### src/rtl/fifo_ctrl.sv
// rtl/fifo_ctrl.sv - synchronous FIFO controller driving a dual-port FIFO RAM
module fifo_ctrl #(
    parameter int DATA_WIDTH = 8,
    parameter int ADDR_WIDTH = 8,
    parameter int AF_LEVEL   = 2**ADDR_WIDTH - 4,
    parameter int AE_LEVEL   = 4
) (
    input  logic                  clk,
    input  logic                  rst,
    input  logic                  wr_en,
    input  logic [DATA_WIDTH-1:0] wr_data,
    input  logic                  rd_en,
    output logic [DATA_WIDTH-1:0] rd_data,
    output logic                  rd_valid,
    output logic                  full,
    output logic                  empty,
    output logic                  almost_full,
    output logic                  almost_empty,
    output logic [ADDR_WIDTH:0]   count,
    output logic                  overflow,
    output logic                  underflow,
    input  logic                  err_clr,
    output logic [ADDR_WIDTH-1:0] ram_addr_0,
    output logic [DATA_WIDTH-1:0] ram_wdata,
    output logic                  ram_cs_0,
    output logic                  ram_we_0,
    output logic                  ram_oe_0,
    output logic [ADDR_WIDTH-1:0] ram_addr_1,
    output logic                  ram_cs_1,
    output logic                  ram_oe_1,
    output logic                  ram_we_1,
    input  logic [DATA_WIDTH-1:0] ram_rdata
);

    localparam int CW = ADDR_WIDTH + 1;
    localparam logic [ADDR_WIDTH:0] FULL_COUNT = {1'b1, {ADDR_WIDTH{1'b0}}};
    localparam logic [ADDR_WIDTH:0] AF_COUNT   = CW'(AF_LEVEL);
    localparam logic [ADDR_WIDTH:0] AE_COUNT   = CW'(AE_LEVEL);

    logic [ADDR_WIDTH-1:0] wr_ptr;
    logic [ADDR_WIDTH-1:0] rd_ptr;
    logic                  wr_accept;
    logic                  rd_accept;

    // Flags come only from the registered count; pointer equality is ambiguous on wrap.
    assign full         = (count == FULL_COUNT);
    assign empty        = (count == '0);
    assign almost_full  = (count >= AF_COUNT);
    assign almost_empty = (count <= AE_COUNT);

    // Reset gating keeps the RAM write strobe low the instant rst rises,
    // even if wr_en is still held by the upstream logic.
    assign wr_accept = wr_en & ~full & ~rst;
    assign rd_accept = rd_en & ~empty & ~rst;

    // Port 0 is write-only, port 1 is permanently enabled for reading.
    assign ram_addr_0 = wr_ptr;
    assign ram_wdata  = wr_data;
    assign ram_cs_0   = wr_accept;
    assign ram_we_0   = wr_accept;
    assign ram_oe_0   = 1'b0;
    assign ram_addr_1 = rd_ptr;
    assign ram_cs_1   = 1'b1;
    assign ram_oe_1   = 1'b1;
    assign ram_we_1   = 1'b0;

    // Pointer advance; natural binary wrap at 2**ADDR_WIDTH.
    always_ff @(posedge clk or posedge rst) begin
        if (rst) begin
            wr_ptr <= '0;
            rd_ptr <= '0;
        end else begin
            if (wr_accept) wr_ptr <= wr_ptr + 1'b1;
            if (rd_accept) rd_ptr <= rd_ptr + 1'b1;
        end
    end

    // Occupancy: unchanged when both or neither side is accepted.
    always_ff @(posedge clk or posedge rst) begin
        if (rst) begin
            count <= '0;
        end else begin
            case ({wr_accept, rd_accept})
                2'b10:   count <= count + 1'b1;
                2'b01:   count <= count - 1'b1;
                default: count <= count;
            endcase
        end
    end

    // Registered read word: captured from the RAM one clock after the accepted read.
    always_ff @(posedge clk or posedge rst) begin
        if (rst) begin
            rd_data  <= '0;
            rd_valid <= 1'b0;
        end else begin
            rd_valid <= rd_accept;
            if (rd_accept) rd_data <= ram_rdata;
        end
    end

    // Sticky errors; a fresh error in the clear cycle takes priority over err_clr.
    always_ff @(posedge clk or posedge rst) begin
        if (rst) begin
            overflow  <= 1'b0;
            underflow <= 1'b0;
        end else begin
            if (wr_en && full)  overflow <= 1'b1;
            else if (err_clr)   overflow <= 1'b0;
            if (rd_en && empty) underflow <= 1'b1;
            else if (err_clr)   underflow <= 1'b0;
        end
    end

endmodule

### config.mk
export PLATFORM = sky130hd
export DESIGN_NAME = fifo_ctrl
export DESIGN_NICKNAME = d
export VERILOG_FILES = /design/src/rtl/fifo_ctrl.sv
export SDC_FILE = /design/constraint.sdc
export NUM_CORES = 1
export LEC_CHECK = 0
export CORE_MARGIN = 2
export CORE_UTILIZATION = 44
export CTS_CLUSTER_SIZE = 40
export DETAILED_ROUTE_END_ITERATION = 8
export GPL_TIMING_DRIVEN = 0
export PLACE_DENSITY = 0.79
export SETUP_SLACK_MARGIN = 0.05
export SYNTH_ARGS = -nofsm -noshare
export SYNTH_HDL_FRONTEND = slang
export SYNTH_SLANG_ARGS = --single-unit
### constraint.sdc
create_clock -name clk -period 4.15 [get_ports clk]
set_clock_uncertainty 0.2 [all_clocks]
set_input_delay 1.245 -clock clk [delete_from_list [all_inputs] [get_ports clk]]
set_output_delay 1.245 -clock clk [all_outputs]
set_load 0.1 [all_outputs]
## After elaboration in Yosys (flattened, before gate mapping)

Cells that the tools add are included.

| word-level totals | value |
|---|---|
| logic and storage cells | 33 |
| register bits after elaboration | 36 |
| output and inout port bits | 54 |

| cells by class | value |
|---|---|
| $lt $le $gt $ge | 2 |
| bitwise logic cells | 7 |
| reduce and logical (&&, ||, !) cells | 6 |
| $add $sub $neg | 4 |
| equal/unequal tests | 3 |
| mux-type cells | 4 |

Operators with widths:

| cell | count |
|---|---|
| $pmux 9 s2 | 1 |
| $add 8x1->8 const B | 2 |
| $add 9x1->9 const B | 1 |
| $eq 9x9->1 const B | 1 |
| $ge 9x8->1 const B | 1 |
| $le 9x3->1 const B | 1 |
| $logic_not 9->1 | 1 |
| $sub 9x1->9 const B | 1 |
| $reduce_bool 2->1 | 3 |
| $and 1x1->1 | 4 |
| $mux 1 | 3 |
| $not 1->1 | 3 |
| $eq 2x1->1 const B | 1 |
| $eq 2x2->1 const B | 1 |
| $logic_and 1x1->1 | 2 |

## Longest topological paths before layout

| logic depth | value |
|---|---|
| word-level depth | 6 |
| gate-level depth with buffers | 11 |
| mapped depth without buffers | 10 |

## Worst setup path after synthesis

Ideal clock, no wire load.

| path | value |
|---|---|
| kind | reg-to-output |
| start | register count[4] |
| end | output port almost_empty |
| setup slack | -1.877 ns |
| buffers on the path | 0 |
| arrival time | 4.582 ns |
| stages on the path, launching flop included | 3 |
| cell sequence | dfrtp_1 or4_4 nor4b_1 |

| on the way | value |
|---|---|
| cells in the longest elaborated chain, start to end | 1 |

RTL lines:

| element | RTL line | source |
|---|---|---|
| start: declaration | 19 | `output logic [ADDR_WIDTH:0] count,` |
| start signal: assignment | 84 | `2'b10: count <= count + 1'b1;` |
| start signal: assignment | 85 | `2'b01: count <= count - 1'b1;` |
| start signal: assignment | 86 | `default: count <= count;` |
| $le 9x3->1 | 49 | `assign almost_empty = (count <= AE_COUNT);` |
| end: declaration | 18 | `output logic almost_empty,` |

No other way between the ends.

## Worst setup path in the final report

| path | value |
|---|---|
| start | input port wr_en |
| end | output port ram_we_0 |

| on the way | value |
|---|---|
| cells in the longest elaborated chain, start to end | 2 |

RTL lines:

| element | RTL line | source |
|---|---|---|
| start: declaration | 10 | `input logic wr_en,` |
| $and 1x1->1 (2 in a row) | 53 | `assign wr_accept = wr_en & ~full & ~rst;` |
| end: declaration | 26 | `output logic ram_we_0,` |

No other way between the ends.

==> results_dict.tcl <==
set metrics [dict create \
    grt_use_met1_pct 22.6 \
    clk_pin_slew_worst_paths_ns 0.07 \
    finalSetupViolCount 0 \
    path_cells "clkdlybuf4s50_1 -> nor2b_1 -> o41a_1 -> buf_6 -> buf_4 -> buf_4" \
    route.vias.total 1615 \
    fp.dieArea_um2 5020 \
    portBuffers 62 \
    hold_path_class "reg2reg" \
    drt_iter0_markers 93 \
    antenna_left 0 \
    htreeDepth 2 \
    cp_max_fo 9 \
    synth_cells 200 \
    worst_path_most_repeated_cell "buf_4" \
    start_kind "primary input" \
    ys_ff_latch 36 \
    drive_above_1_share_pct 14.4 \
    clk_latency_ns 0.29 \
    ys_warn_count 0 \
    synth.avg_cell_area_um2 9.84 \
    maxSlewHeadroom_pct 33.9 \
    route.detailed.wl_per_inst_um 12.8 \
    antenna_cells 0 \
    place_area_um2 2680 \
    r2r_cells 10 \
    seq_area_frac_synth_pct 45.8 \
    antenna_found_initial 0 \
    fillers 362 \
    max_freq_mhz 250 \
    clk_path_buf_depth 2 \
    grt_remaining_overflow 0 \
    row_count 24 \
    grt_max_degree 37 \
    cts_tree "yes" \
    max_cap_viol_count 0 \
    setup-tns-final_ns 0 \
    clkSinkCount 36 \
    tightest_slew_ns 0.989 \
    critical_path_class "in2out" \
    cts_made_buffers 5 \
    ios 75 \
    outcome "finished, final reports clean" \
    cp.arrival_ns 2.55 \
    cts_setup_buffers 0 \
    die_w_um 70.9 \
    met2_usage_pct 24.8 \
    cts-root-buf "clkbuf_8" \
    cp_slowest_cell "clkdlybuf4s50_1" \
    nets 302 \
    syn2layout_area_growth_pct 42.0 \
    synth_cell_types 39 \
    grt_pass1_wl_um 6590 \
    core_um2 4320 \
    grt_util_all_layers_pct 16.4 \
    hold_buffers 0 \
    critical-path-max-stage-delay_ns 0.48 \
    final_area_um2 2800 \
    die_h_um 70.9 \
    wirelength_um 4130 \
    end_kind "output pin" \
    rsz0062_at_grt "yes" \
    synth_area_um2 1970 \
    finalCriticalPeriod_ns 3.99 \
    hpwl_um 3070 \
    grt_pass1_vias 1438 \
    busiest_layer "met2" \
    place.gp.congestion 0.833 \
    finalMaxSlewViolations 0 \
    cp.required_ns 2.70 \
    first_pass_iters 4 \
    met3_usage_pct 5.41 \
    hold_viol_final 0 \
    period_share_pct 96.2 \
    drc 0 \
    worstHoldPathCells 2 \
    vias_per_cell 5.00 \
    initial_core_util_pct 45.5 \
]
[area by class of cell]
class | instances | area, µm² | share of cell area [%]
multi-input cells | 139 | 947 | 33.9
flip-flops and latches | 36 | 905 | 32.4
repair buffers | 62 | 612 | 21.9
plain buffers | 17 | 121 | 4.34
clock buffers | 5 | 68.8 | 2.46
well taps | 52 | 65.1 | 2.33
clock inverters | 3 | 42.5 | 1.52
inverters | 9 | 33.8 | 1.21
[cells in the mapped netlist]
cell type,instances,area share (%)
nand2_1,38,7.2
dfrtp_1,36,46
xnor2_1,16,7.1
buf_4,13,5.0
ha_1,10,6.4
inv_1,9,1.7
o21ai_0,9,2.3
a21oi_1,6,1.5
nand3_1,6,1.5
xor2_1,6,2.7
nand4_1,5,1.6
nor2_1,4,0.76
nor3_1,4,1.0
and3_1,3,0.95
clkbuf_1,3,0.57
a21o_1,2,0.76
a22o_1,2,0.89
conb_1,2,0.38
mux2_2,2,1.1
nor2b_1,2,0.64
nor4_1,2,0.64
o211ai_1,2,0.76
or3_1,2,0.64
a221oi_1,1,0.45
a22oi_1,1,0.38
a31oi_1,1,0.32
and4_4,1,0.57
buf_2,1,0.25
buf_6,1,0.57
fa_1,1,1.0
mux2i_1,1,0.51
nand3b_1,1,0.38
nor4b_1,1,0.45
o21a_1,1,0.38
o21bai_1,1,0.38
o32ai_1,1,0.45
o41a_1,1,0.57
o41ai_2,1,0.83
or4_4,1,0.57
[kinds of logic (layout without fill, tap and decap cells)]
| group | count (synthesis) | after routing | synth area share [%] |
|---|---|---|---|
| simple gates | 70 | 70 | 17.0 |
| flops | 36 | 36 | 45.8 |
| compound gates | 29 | 29 | 9.98 |
| buf+inv | 27 | 96 | 8.07 |
| xor+xnor | 22 | 22 | 9.79 |
| fa+ha+maj | 11 | 11 | 7.37 |
| mux | 3 | 3 | 1.65 |
| other cells | 2 | 4 | 0.382 |
[registers in the layout, summed over array words and instances, names as in the netlist]
name,cells
count,9
ram_addr_0,8
overflow,1
ram_addr_1,8
rd_data,8
underflow,1
rd_valid,1
[layout by cell type (no fill, tap or decap), types with 4 or more instances in the layout]
cell type,count
a21oi_1,6
buf_4,14
clkbuf_8,5
clkdlybuf4s50_1,57
conb_1,4
dfrtp_1,33
ha_1,9
inv_1,7
nand2_1,38
nand3_1,6
nand4_1,5
nor2_1,4
nor3_1,4
o21ai_0,8
xnor2_1,16
xor2_1,6
[critical path: cells and delay by family]
family	cells	cell delay, ns
buf+inv	4	1.00
compound gates	1	0.16
simple gates	1	0.14
[final timing paths]
path	end	slack, ns	start
max	ram_we_0	0.16	wr_en
min	rd_data[2]	0.27	rd_data[2]
max reg2reg	count[8]	0.40	count[4]
min reg2reg	rd_data[2]	0.27	rd_data[2]
max in group asynchronous	count[5]	1.98	rst
min in group asynchronous	overflow	1.25	rst
[per-stage QoR]
stage	worst slack [ns]	cells	util, %	hold slack, ns
after CTS	0.0893	323	64.4	0.283
after global routing	0.0313	323	64.6	0.309
after floorplan	-0.418	202	-	0.637
final	0.156	323	64.6	0.275
after global placement	-0.703	316	62.1	0.257
after detailed placement	-0.689	316	62.1	0.266
[timing repair]
item                       4_1_cts  5_1_grt
setup endpoints to repair       11        2
resized for setup               14        2
pin swaps                        0        0
[metal layers]
layer  routed length (µm)  up-vias
met3                  270        6
met1                 1930      745
li1                     -      809
met2                 1880       55
met5                    0        -
met4                   48        0
Power is not shown: default switching activity piles up to over one toggle a cycle in this logic, so the estimate is an artifact.
